### config.mk
export PLATFORM = sky130hd
export DESIGN_NAME = pipelined_csa_adder
export DESIGN_NICKNAME = d
export VERILOG_FILES = /design/src/rtl/pipelined_csa_adder.sv
export SDC_FILE = /design/constraint.sdc
export NUM_CORES = 1
export LEC_CHECK = 0
export ABC_AREA = 1
export CORE_UTILIZATION = 62
export DETAILED_ROUTE_END_ITERATION = 16
export PLACE_DENSITY = 0.86
export SLEW_MARGIN = 40
export SYNTH_ARGS = -nofsm -noshare
export SYNTH_HDL_FRONTEND = slang
export SYNTH_SLANG_ARGS = --single-unit
### constraint.sdc
create_clock -name clk -period 32.5 [get_ports clk]
set_input_delay 9.75 -clock clk [delete_from_list [all_inputs] [get_ports clk]]
set_output_delay 9.75 -clock clk [all_outputs]
set_load 0.02 [all_outputs]
### src/rtl/pipelined_csa_adder.sv
// pipelined_csa_adder
// Parametrised pipelined carry-select adder with a valid/ready stream interface.
// The operand is cut into NSEG = WIDTH/SEG segments. Stage 1 ripple-adds every
// segment twice (carry-in 0 and carry-in 1) and resolves segment 0 with C0.
// Each later stage resolves one more segment by muxing on the carry of the
// segment below it. {C_Out,S} = A + B + C0, latency NSEG, one beat per clock.
// A single global stall (out_valid && !out_ready) freezes every stage.
// Optional feature macro: CSA_OVF_EN (signed overflow flag V; V is 0 without it).
module pipelined_csa_adder #(
  parameter int WIDTH = 64,
  parameter int SEG   = 16
) (
  input  logic             clk,
  input  logic             rst,
  input  logic             in_valid,
  output logic             in_ready,
  input  logic [WIDTH-1:0] A,
  input  logic [WIDTH-1:0] B,
  input  logic             C0,
  output logic             out_valid,
  input  logic             out_ready,
  output logic [WIDTH-1:0] S,
  output logic             C_Out,
  output logic             V
);

  localparam int NSEG = WIDTH / SEG;

  generate
    if ((SEG < 1) || (WIDTH < SEG) || ((WIDTH % SEG) != 0)) begin : g_bad_params
      $error("pipelined_csa_adder: WIDTH must be a non-zero multiple of SEG");
    end
  endgenerate

  // Stage registers. Stage s has segments 0..s resolved in r_sum; segments
  // above s still hold their carry-in-0 candidate in r_sum and carry-in-1
  // candidate in r_sum1. r_cy[s] is the resolved carry out of segment s.
  logic [NSEG-1:0]  r_vld;
  logic [NSEG-1:0]  r_cy;
  logic [WIDTH-1:0] r_sum  [NSEG];
  logic [WIDTH-1:0] r_sum1 [NSEG];
  logic [NSEG-1:0]  r_cy0  [NSEG];
  logic [NSEG-1:0]  r_cy1  [NSEG];

  // Values about to be loaded into each stage on an advancing edge.
  logic [NSEG-1:0]  w_ld_cy;
  logic [WIDTH-1:0] w_ld_sum  [NSEG];
  logic [WIDTH-1:0] w_ld_sum1 [NSEG];
  logic [NSEG-1:0]  w_ld_cy0  [NSEG];
  logic [NSEG-1:0]  w_ld_cy1  [NSEG];

  // Per-segment candidate sums straight from the operands.
  logic [WIDTH-1:0] w_seg_sum0;
  logic [WIDTH-1:0] w_seg_sum1;
  logic [NSEG-1:0]  w_seg_cy0;
  logic [NSEG-1:0]  w_seg_cy1;

  logic w_stall;

  // The whole pipeline freezes only when a finished beat is not being taken.
  assign w_stall   = out_valid && !out_ready;
  assign in_ready  = !w_stall;
  assign out_valid = r_vld[NSEG-1];
  assign S         = r_sum[NSEG-1];
  assign C_Out     = r_cy[NSEG-1];

  // Ripple-add every segment under both carry-in assumptions.
  always_comb begin
    w_seg_sum0 = '0;
    w_seg_sum1 = '0;
    w_seg_cy0  = '0;
    w_seg_cy1  = '0;
    for (int j = 0; j < NSEG; j++) begin
      {w_seg_cy0[j], w_seg_sum0[j*SEG +: SEG]} =
        {1'b0, A[j*SEG +: SEG]} + {1'b0, B[j*SEG +: SEG]};
      {w_seg_cy1[j], w_seg_sum1[j*SEG +: SEG]} =
        {1'b0, A[j*SEG +: SEG]} + {1'b0, B[j*SEG +: SEG]} + {{SEG{1'b0}}, 1'b1};
    end
  end

  // Build the next contents of every stage: stage 0 resolves segment 0 with
  // C0, stage s resolves segment s with the carry held by stage s-1.
  always_comb begin
    w_ld_cy = '0;
    for (int s = 0; s < NSEG; s++) begin
      w_ld_sum[s]  = '0;
      w_ld_sum1[s] = '0;
      w_ld_cy0[s]  = '0;
      w_ld_cy1[s]  = '0;
    end

    w_ld_sum[0]  = w_seg_sum0;
    w_ld_sum1[0] = w_seg_sum1;
    w_ld_cy0[0]  = w_seg_cy0;
    w_ld_cy1[0]  = w_seg_cy1;
    if (C0) begin
      w_ld_sum[0][SEG-1:0] = w_seg_sum1[SEG-1:0];
      w_ld_cy[0]           = w_seg_cy1[0];
    end else begin
      w_ld_cy[0]           = w_seg_cy0[0];
    end

    for (int s = 1; s < NSEG; s++) begin
      w_ld_sum[s]  = r_sum[s-1];
      w_ld_sum1[s] = r_sum1[s-1];
      w_ld_cy0[s]  = r_cy0[s-1];
      w_ld_cy1[s]  = r_cy1[s-1];
      if (r_cy[s-1]) begin
        w_ld_sum[s][s*SEG +: SEG] = r_sum1[s-1][s*SEG +: SEG];
        w_ld_cy[s]                = r_cy1[s-1][s];
      end else begin
        w_ld_cy[s]                = r_cy0[s-1][s];
      end
    end
  end

  // Stage registers: cleared by reset, all advance together unless stalled.
  always_ff @(posedge clk or posedge rst) begin
    if (rst) begin
      r_vld <= '0;
      r_cy  <= '0;
      for (int s = 0; s < NSEG; s++) begin
        r_sum[s]  <= '0;
        r_sum1[s] <= '0;
        r_cy0[s]  <= '0;
        r_cy1[s]  <= '0;
      end
    end else if (!w_stall) begin
      r_vld[0] <= in_valid;
      for (int s = 1; s < NSEG; s++) begin
        r_vld[s] <= r_vld[s-1];
      end
      r_cy <= w_ld_cy;
      for (int s = 0; s < NSEG; s++) begin
        r_sum[s]  <= w_ld_sum[s];
        r_sum1[s] <= w_ld_sum1[s];
        r_cy0[s]  <= w_ld_cy0[s];
        r_cy1[s]  <= w_ld_cy1[s];
      end
    end
  end

`ifdef CSA_OVF_EN
  // Signed overflow: operands agree in sign but the result does not.
  function automatic logic ovf_f(input logic a_sign, input logic b_sign, input logic s_sign);
    ovf_f = (a_sign == b_sign) && (s_sign != a_sign);
  endfunction

  logic [NSEG-1:0] r_sa;
  logic [NSEG-1:0] r_sb;
  logic            r_v;
  logic [NSEG-1:0] w_ld_sa;
  logic [NSEG-1:0] w_ld_sb;

  // Operand sign bits travel alongside their beat.
  always_comb begin
    w_ld_sa    = '0;
    w_ld_sb    = '0;
    w_ld_sa[0] = A[WIDTH-1];
    w_ld_sb[0] = B[WIDTH-1];
    for (int s = 1; s < NSEG; s++) begin
      w_ld_sa[s] = r_sa[s-1];
      w_ld_sb[s] = r_sb[s-1];
    end
  end

  // Sign pipeline and registered overflow flag, frozen together with S.
  always_ff @(posedge clk or posedge rst) begin
    if (rst) begin
      r_sa <= '0;
      r_sb <= '0;
      r_v  <= 1'b0;
    end else if (!w_stall) begin
      r_sa <= w_ld_sa;
      r_sb <= w_ld_sb;
      r_v  <= ovf_f(w_ld_sa[NSEG-1], w_ld_sb[NSEG-1], w_ld_sum[NSEG-1][WIDTH-1]);
    end
  end

  assign V = r_v;
`else
  assign V = 1'b0;
`endif

endmodule
* Yosys cells after proc, flatten, opt, wreduce, memory -nomap -nowiden *
Index checks and enable logic that the tools add are counted.

storage, ports and cells
  bits in registers = 480
  bits of input ports = 133
  output and inout bits = 68
  logic and storage cells = 34

operators by class
  add/sub/neg operators = 8
  multiplexer cells = 8
  reductions and logical operators = 3

operator list
  operator                 count
  $add A16 B16 Y17         4
  $add A17 B1 Y17 const B  4
  $mux W16                 4
  $mux W1                  4
  $logic_not A1 Y1         2
  $logic_and A1 B1 Y1      1

* Depth between registers and ports, before layout *
Gate-level depths: netlist of run 1.

  word-level depth = 3
  mapped depth = 17
  gate-level depth less buffers = 17

* Least setup slack after synthesis of run 1 *
No wires, ideal clock.

  path kind = input port to output port
  start point = input port out_ready
  end point = output port in_ready
  arrival time = 10,688 ps
  required time = 22,750 ps
  path slack = 12,062 ps
  stages = 5
  buffers on the path = 3
  cells stage by stage = nor2_1 > buf_2 > clkinv_1 > clkbuf_1 > clkbuf_1

between the ends
  longest elaborated chain between the ends = 3

ends and longest elaborated chain
  element              RTL line  source
  start: declaration   21        input logic out_ready,
  $logic_not A1 Y1     61        assign w_stall = out_valid && !out_ready;
  $logic_and A1 B1 Y1  61
  $logic_not A1 Y1     -
  end: declaration     16        output logic in_ready,

No other way between the ends.

* Worst setup path in the final report of run 1 *
Same ends and word-level chain as after synthesis.

==> results of run 1 <==
routing by layer:
metal  share of wire, %  global-route usage, %  vias to the layer above
met5                  0                      0                        -
met4                1.7                   7.02                        0
met3                7.5                   5.13                       67
met2                 44                   42.8                      640
met1                 47                   44.1                     7964
li1                   -                      -                     8479
cells in the mapped netlist, drive strengths merged:
| cell type | count |
|---|---|
| nor2 | 138 |
| xnor2 | 4 |
| clkinv | 1 |
| fa | 4 |
| nand3b | 12 |
| a31oi | 7 |
| ha | 68 |
| xor2 | 5 |
| inv | 325 |
| o21a | 8 |
| conb | 1 |
| dfrtp | 372 |
| a22o | 1 |
| or2 | 3 |
| o211ai | 20 |
| a21oi | 57 |
| nand2 | 974 |
| nand4 | 24 |
| o2bb2ai | 1 |
| buf | 78 |
| o21bai | 8 |
| and2 | 4 |
| nor3 | 9 |
| o21ai | 275 |
| a21o | 5 |
| o31ai | 5 |
| nand3 | 154 |
| clkbuf | 83 |
| o221ai | 3 |
| o22ai | 2 |
power by group:
| group | total (mW) | switching [mW] | internal [mW] |
|---|---|---|---|
| clock network | 0.449 | 0.174 | 0.275 |
| registers | 0.790 | 0.117 | 0.673 |
| logic | 0.650 | 0.414 | 0.237 |
per-stage QoR:
step	instances	hold slack (ns)
finish	3167	0.440
global placement	3098	0.434
detailed placement	3100	0.441
global route	3165	0.480
floorplan	2651	0.420
CTS	3165	0.439
registers in the layout, summed over array words and instances, names as in the netlist:
signal,flops
r_cy,4
S,64
r_sum1,96
r_cy0,6
r_sum,192
r_cy1,6
r_vld,4
worst max-delay path, cell delays in order:
cell and delay (ns):
clkdlybuf4s50_1 0.51, nor2_4 0.08, inv_8 0.46, clkdlybuf4s50_1 0.73
final cells by class:
class,instances,area [um^2]
Sequential cell,372,9310
Multi-Input combinational cell,1792,8660
Fill cell,2324,8570
Timing Repair Buffer,208,2130
Inverter,326,1240
Clock buffer,52,1050
Tap cell,402,503
Clock inverter,13,236
Antenna cell,2,5.00
path summary, 6_finish.rpt:
check / cells past startpoint / to / slack, ns / startpoint
hold / removal: 2 / r_vld[3] / 0.44 / r_vld[2]
setup / recovery: 4 / in_ready / 11.14 / out_ready
setup reg to reg: 9 / r_sum1[239] / 29.46 / r_vld[3]
min in group asynchronous: 2 / r_sum[64] / 9.79 / rst
max in group asynchronous: 4 / r_cy[1] / 20.69 / rst
hold reg to reg: 2 / r_vld[3] / 0.44 / r_vld[2]
logic make-up (layout without fill, tap and decap cells):
group,after synthesis,after routing
compound gates,392,392
xor+xnor,9,9
fa+ha+maj,72,72
buf+inv,487,599
flops,372,372
other cells,1,3
simple gates,1318,1318
==> impl_results.md, run 1 <==
- Post-DP HPWL: ~32 mm
- Vias in the first global route: around 16,000
- RSZ-0062 raised after global routing: false
- Cell Pwr Density: between 80 and 90 nW/um^2
- Post-synthesis register bit count: 372
- Final Critical Period: between 20 and 25 ns
- Power consumption: ~1.9 mW
- Post-route ant nets: 0
- Main combinational cell family by area after synthesis: simple AND/OR/NAND/NOR gates
- Setup TNS: 0 ns
- Initial antenna violation count: 2
- Residual DRC: 0
- Clock Sinks: 372
- CTS tree: done
- Adder-cell area share of the yosys netlist: around 4.6%
- Place WS: 11.17 ns
- Worst Path Required: 22.75 ns
- Top Ports: 201
- Die X: 182 um
- Avg Inst Size Synth: 7.56 um^2
- Period utilization: approximately 66%
- Kind of critical path: in2out
- Fmax: 46.8 MHz
- LEAKAGE: 11.8 nW
- Critical Path Source Type: input port
- Std-Cell Core Area: 31,700 um^2
- Min setup slack post-route: 11.14 ns
- Initial Util: 63.2%
- Layout Utilization: 73.0%
- Synth warnings: 0
- Max Cap Violations: 0
- Synth Area in XOR/XNOR: 0.431%
- Area grow syn2layout: 15.5%
- Routability cong.: 0.867
- Vias: roughly 17,000
- Port bufs: between 150 and 200
- Synth cell types: 45
- Multiplexer area fraction after synthesis: 0%
- Worst-Margin Slew: 0.778 ns
- Syn_nets: 2,856
- Share of cells above drive strength 1: between 5 and 6%
- Fin area: 23,100 um^2
- Largest fanout on the critical path: 139
- Synth top area share: around 46%
- Synth top area cells: dfrtp_1, nand2_1, o21ai_0
- Outcome: completed
- Post-DR wirelength/cell: approximately 15 um
- Clk slew on worst S/H paths: around 0.070 ns
- Drt pass-1 iters: 7
- Hold Path Class: reg2reg
- Setup bufs post-CTS: 0
- Clock Path Buffers: 3
- Commonest non-fill, non-tap cell in the layout: nand2_1
- Simple-gate share of the synthesized area: 27.5%
- Final setup vio count: 0
- Clk_lat worst skew: around 0.52 ns
- Endpoints failing hold: 0
- Vias per cell: 5.42
- WL final: 46.8 mm
- Seq/Total Area, Yosys: ~46%
- Die Y: 182 um
- Clock Tree Root: clkbuf_16
- Cell Area, Placed: 21,800 um^2
- Total Routing Usage GR: 28.9%
- Largest net degree at the start of global routing: 145
- GRT Residual Overflow: 0
- Inserted Clock Buffers: 36
- H-tree levels: 2
- Synth Area in Compound Gates: 10.6%
- Full die area: 33,000 um^2
- First-pass GRT wire length: slightly below 80 mm
- Cts repair resizes: 0
- Final Max Tran Viols: 0
- Rows: 65
- Synth area leader: dfrtp_1
- Mapped Cells: between 2,000 and 3,000
- Final nets: 2,941
- Initial drt markers: 1,613
- Worst Skew: 0.0213 ns
- Most frequent cells in the layout: nand2_1, dfrtp_1, inv_1
- Max_slew headroom: between 40 and 50%
- Crit end category: primary output
- Post-Syn Area: 20,000 um^2
- Arrival @ worst endpoint: 11.61 ns
- Peak supply drop: 0.0000454 V
- Hold_buf cts: 0
No activity file was read; power rests on OpenSTA's default activity.
==> run 2, diff against run 1 <==
--- a/config.mk
+++ b/config.mk
@@ -6,9 +6,9 @@
 export NUM_CORES = 1
 export LEC_CHECK = 0
 export ABC_AREA = 1
-export CORE_UTILIZATION = 62
+export CORE_UTILIZATION = 52
 export DETAILED_ROUTE_END_ITERATION = 16
-export PLACE_DENSITY = 0.86
+export PLACE_DENSITY = 0.77
 export SLEW_MARGIN = 40
 export SYNTH_ARGS = -nofsm -noshare
 export SYNTH_HDL_FRONTEND = slang
==> constraint.sdc (replaced) <==
create_clock -name clk -period 18.7 [get_ports clk]
set_input_delay 5.61 -clock clk [delete_from_list [all_inputs] [get_ports clk]]
set_output_delay 5.61 -clock clk [all_outputs]
set_load 0.02 [all_outputs]
==> impl_results.md, run 2 (same netlist as run 1, synthesis figures left out) <==
- Critical Path Source Type: input port
- Largest fanout on the critical path: 149 (+7.2%)
- Clk network pwr share: 22.2% (-1.5 points)
- Cell Pwr Density: 137 nW/um^2 (+68%)
- Cts repair resizes: 0 (unchanged)
- H-tree levels: 2 (unchanged)
- Post-DR wirelength/cell: 13.7 um (-7.5%)
- Layout Utilization: 61.3% (-12 points)
- Peak supply drop: 0.0000710 V (+57%)
- Largest Register: r_sum
- Fin cells: 3,270 (+3.3%)
- Largest net degree at the start of global routing: 201 (+39%)
- WL final: 44.7 mm (-4.5%)
- Reg2reg start: r_vld[3]
- Max FFs per register: 192 (unchanged)
- Vias per cell: 5.09 (-5.9%)
- P_int: 2.00 mW (+69%)
- Drt pass-1 iters: 7 (unchanged)
- Area grow syn2layout: 15.5% (about the same)
- Initial Util: 53.1% (-10 points)
- Outcome: completed
- Final Critical Period: 13.59 ns
- Clock Path Buffers: 3 (unchanged)
- Arrival @ worst endpoint: 7.98 ns (-3.63 ns)
- Endpoints failing hold: 0 (unchanged)
- Hold_buf cts: 0 (unchanged)
- Rows: 71 (+9.2%)
- RSZ-0062 raised after global routing: false
- Inserted Clock Buffers: 34 (-5.6%)
- Clk_lat worst skew: 0.52 ns (about the same)
- Residual DRC: 0 (unchanged)
- Routability cong.: 0.863 (-0.43%)
- Worst hold path stage count: 2 (unchanged)
- CP top delay family: buffers and inverters
- Fmax: 73.6 MHz
- Post-route ant nets: 0 (unchanged)
- Post-DP HPWL: 31.8 mm (+0.29%)
- Max Cap Violations: 0 (unchanged)
- Port bufs: 199 (unchanged)
- Buffers & Inverters on Critical Path: 5 (+2)
- Std-Cell Core Area: 37,800 um^2 (+19%)
- RR Endpoint: r_sum1[252]
- Top Ports: 201 (unchanged)
- CP Launch Point: out_ready
- Kind of critical path: in2out
- Worst Path Required: 13.09 ns (-9.66 ns)
- Slowest CP cell: clkdlybuf4s50_1
- Reg2reg path depth: 9 (unchanged)
- Max_slew headroom: 46.4% (-1.8 points)
- Worst Skew: 0.0106 ns (-0.0107 ns)
- Full die area: 39,300 um^2 (+19%)
- Worst-Margin Slew: 0.804 ns (+0.0264 ns)
- LEAKAGE: 11.7 nW (-0.47%)
- Sw Share: 37.0% (-0.31 points)
- Setup TNS: 0 ns (unchanged)
- CP dominant cell by count: clkdlybuf4s50_1
- Seq pwr share: 42.9% (+1.1 points)
- CTS tree: done
- Final nets: 2,940 (-0.034%)
- Die Y: 198 um (+9.1%)
- Hold Path Class: reg2reg
- Final setup vio count: 0 (unchanged)
- Vias in the first global route: 15,200 (-5.6%)
- Worst Hold Launch: r_vld[2]
- Inserted Diodes: 0 (-2)
- Number of fill cells: 3,275 (+41%)
- End of the worst hold path: r_vld[3]
- Logic pwr share: 34.9% (+0.5 points)
- Setup bufs post-CTS: 0 (unchanged)
- Clock Sinks: 372 (unchanged)
- Period utilization: 72.7%
- First-pass GRT wire length: 74.7 mm (-4.6%)
- Clk slew on worst S/H paths: 0.06 ns (about the same)
- Net Switching: 1.17 mW (+66%)
- Max incr delay on CP: 0.73 ns (about the same)
- Most frequent cells in the layout: nand2_1, dfrtp_1, inv_1
- Crit path depth: 6 (+2)
- Share of cells above drive strength 1: 5.18% (-0.21 points)
- Crit-path cells: clkdlybuf4s50_1, nor2_4, buf_12, buf_16, inv_8, clkdlybuf4s50_1
- Total Routing Usage GR: 23.2% (-5.7 points)
- Crit end category: primary output
- Final Max Tran Viols: 0 (unchanged)
- Commonest non-fill, non-tap cell in the layout: nand2_1
- Initial drt markers: 1,382 (-14%)
- Placed insts: 3,209 (+3.5%)
- GRT Residual Overflow: 0 (unchanged)
- Initial antenna violation count: 0 (-2)
- R2r setup slk: 15.67 ns (-13.79 ns)
- Vias: 16,700 (-2.9%)
- Die X: 198 um (+9.1%)
- Clock Tree Root: clkbuf_16
-- run 2: how the worst max path moves through the flow --
stage	to	slack, ns
6_report	in_ready	5.11
5_1_grt	in_ready	4.98
4_1_cts	in_ready	5.12
3_5_place_dp	in_ready	5.14
3_3_place_gp	in_ready	4.92
2_1_floorplan	S[0]	2.76
-- run 2: area by class of cell --
cell class	instances	area, um^2	area share (%)
multi-input cells	1792	8660	37.4
clock buffers	53	1050	4.52
repair buffers	209	2160	9.34
well taps	511	639	2.76
inverters	326	1240	5.37
flip-flops and latches	372	9310	40.2
clock inverters	7	88.8	0.384
-- run 2: worst min-delay path, cell delays in order (launching register included) --
cell,delay [ns]
dfrtp_1,0.32
inv_1,0.05
nand2_1,0.06
-- run 2: through the flow --
step | total power, mW | setup WS, ns | area, um^2 | hold WS [ns]
6_report | 3.17 | 5.11 | 23200 | 0.457
5_1_grt | 3.40 | 4.98 | 23200 | 0.487
4_1_cts | 3.18 | 5.12 | 23100 | 0.460
3_5_place_dp | 2.46 | 5.14 | 22000 | 0.449
3_3_place_gp | 2.41 | 4.92 | 21900 | 0.431
2_1_floorplan | 2.15 | 2.76 | 20000 | 0.420
-- run 2: routing by layer --
layer,share of wire [%],wire [um],global-route usage (%)
met1,52,23300,38.0
met3,5.6,2490,2.69
met2,41,18300,32.8
met5,0,0,0
met4,1.2,551,4.13
-- run 2: power groups by stage --
stage	Clock, mW	Sequential (mW)	Combinational [mW]
detailed placement	0	1.37	1.09
CTS	0.716	1.36	1.11
global placement	0	1.36	1.05
global route	0.746	1.40	1.26
floorplan	0	1.30	0.849
finish	0.702	1.36	1.11
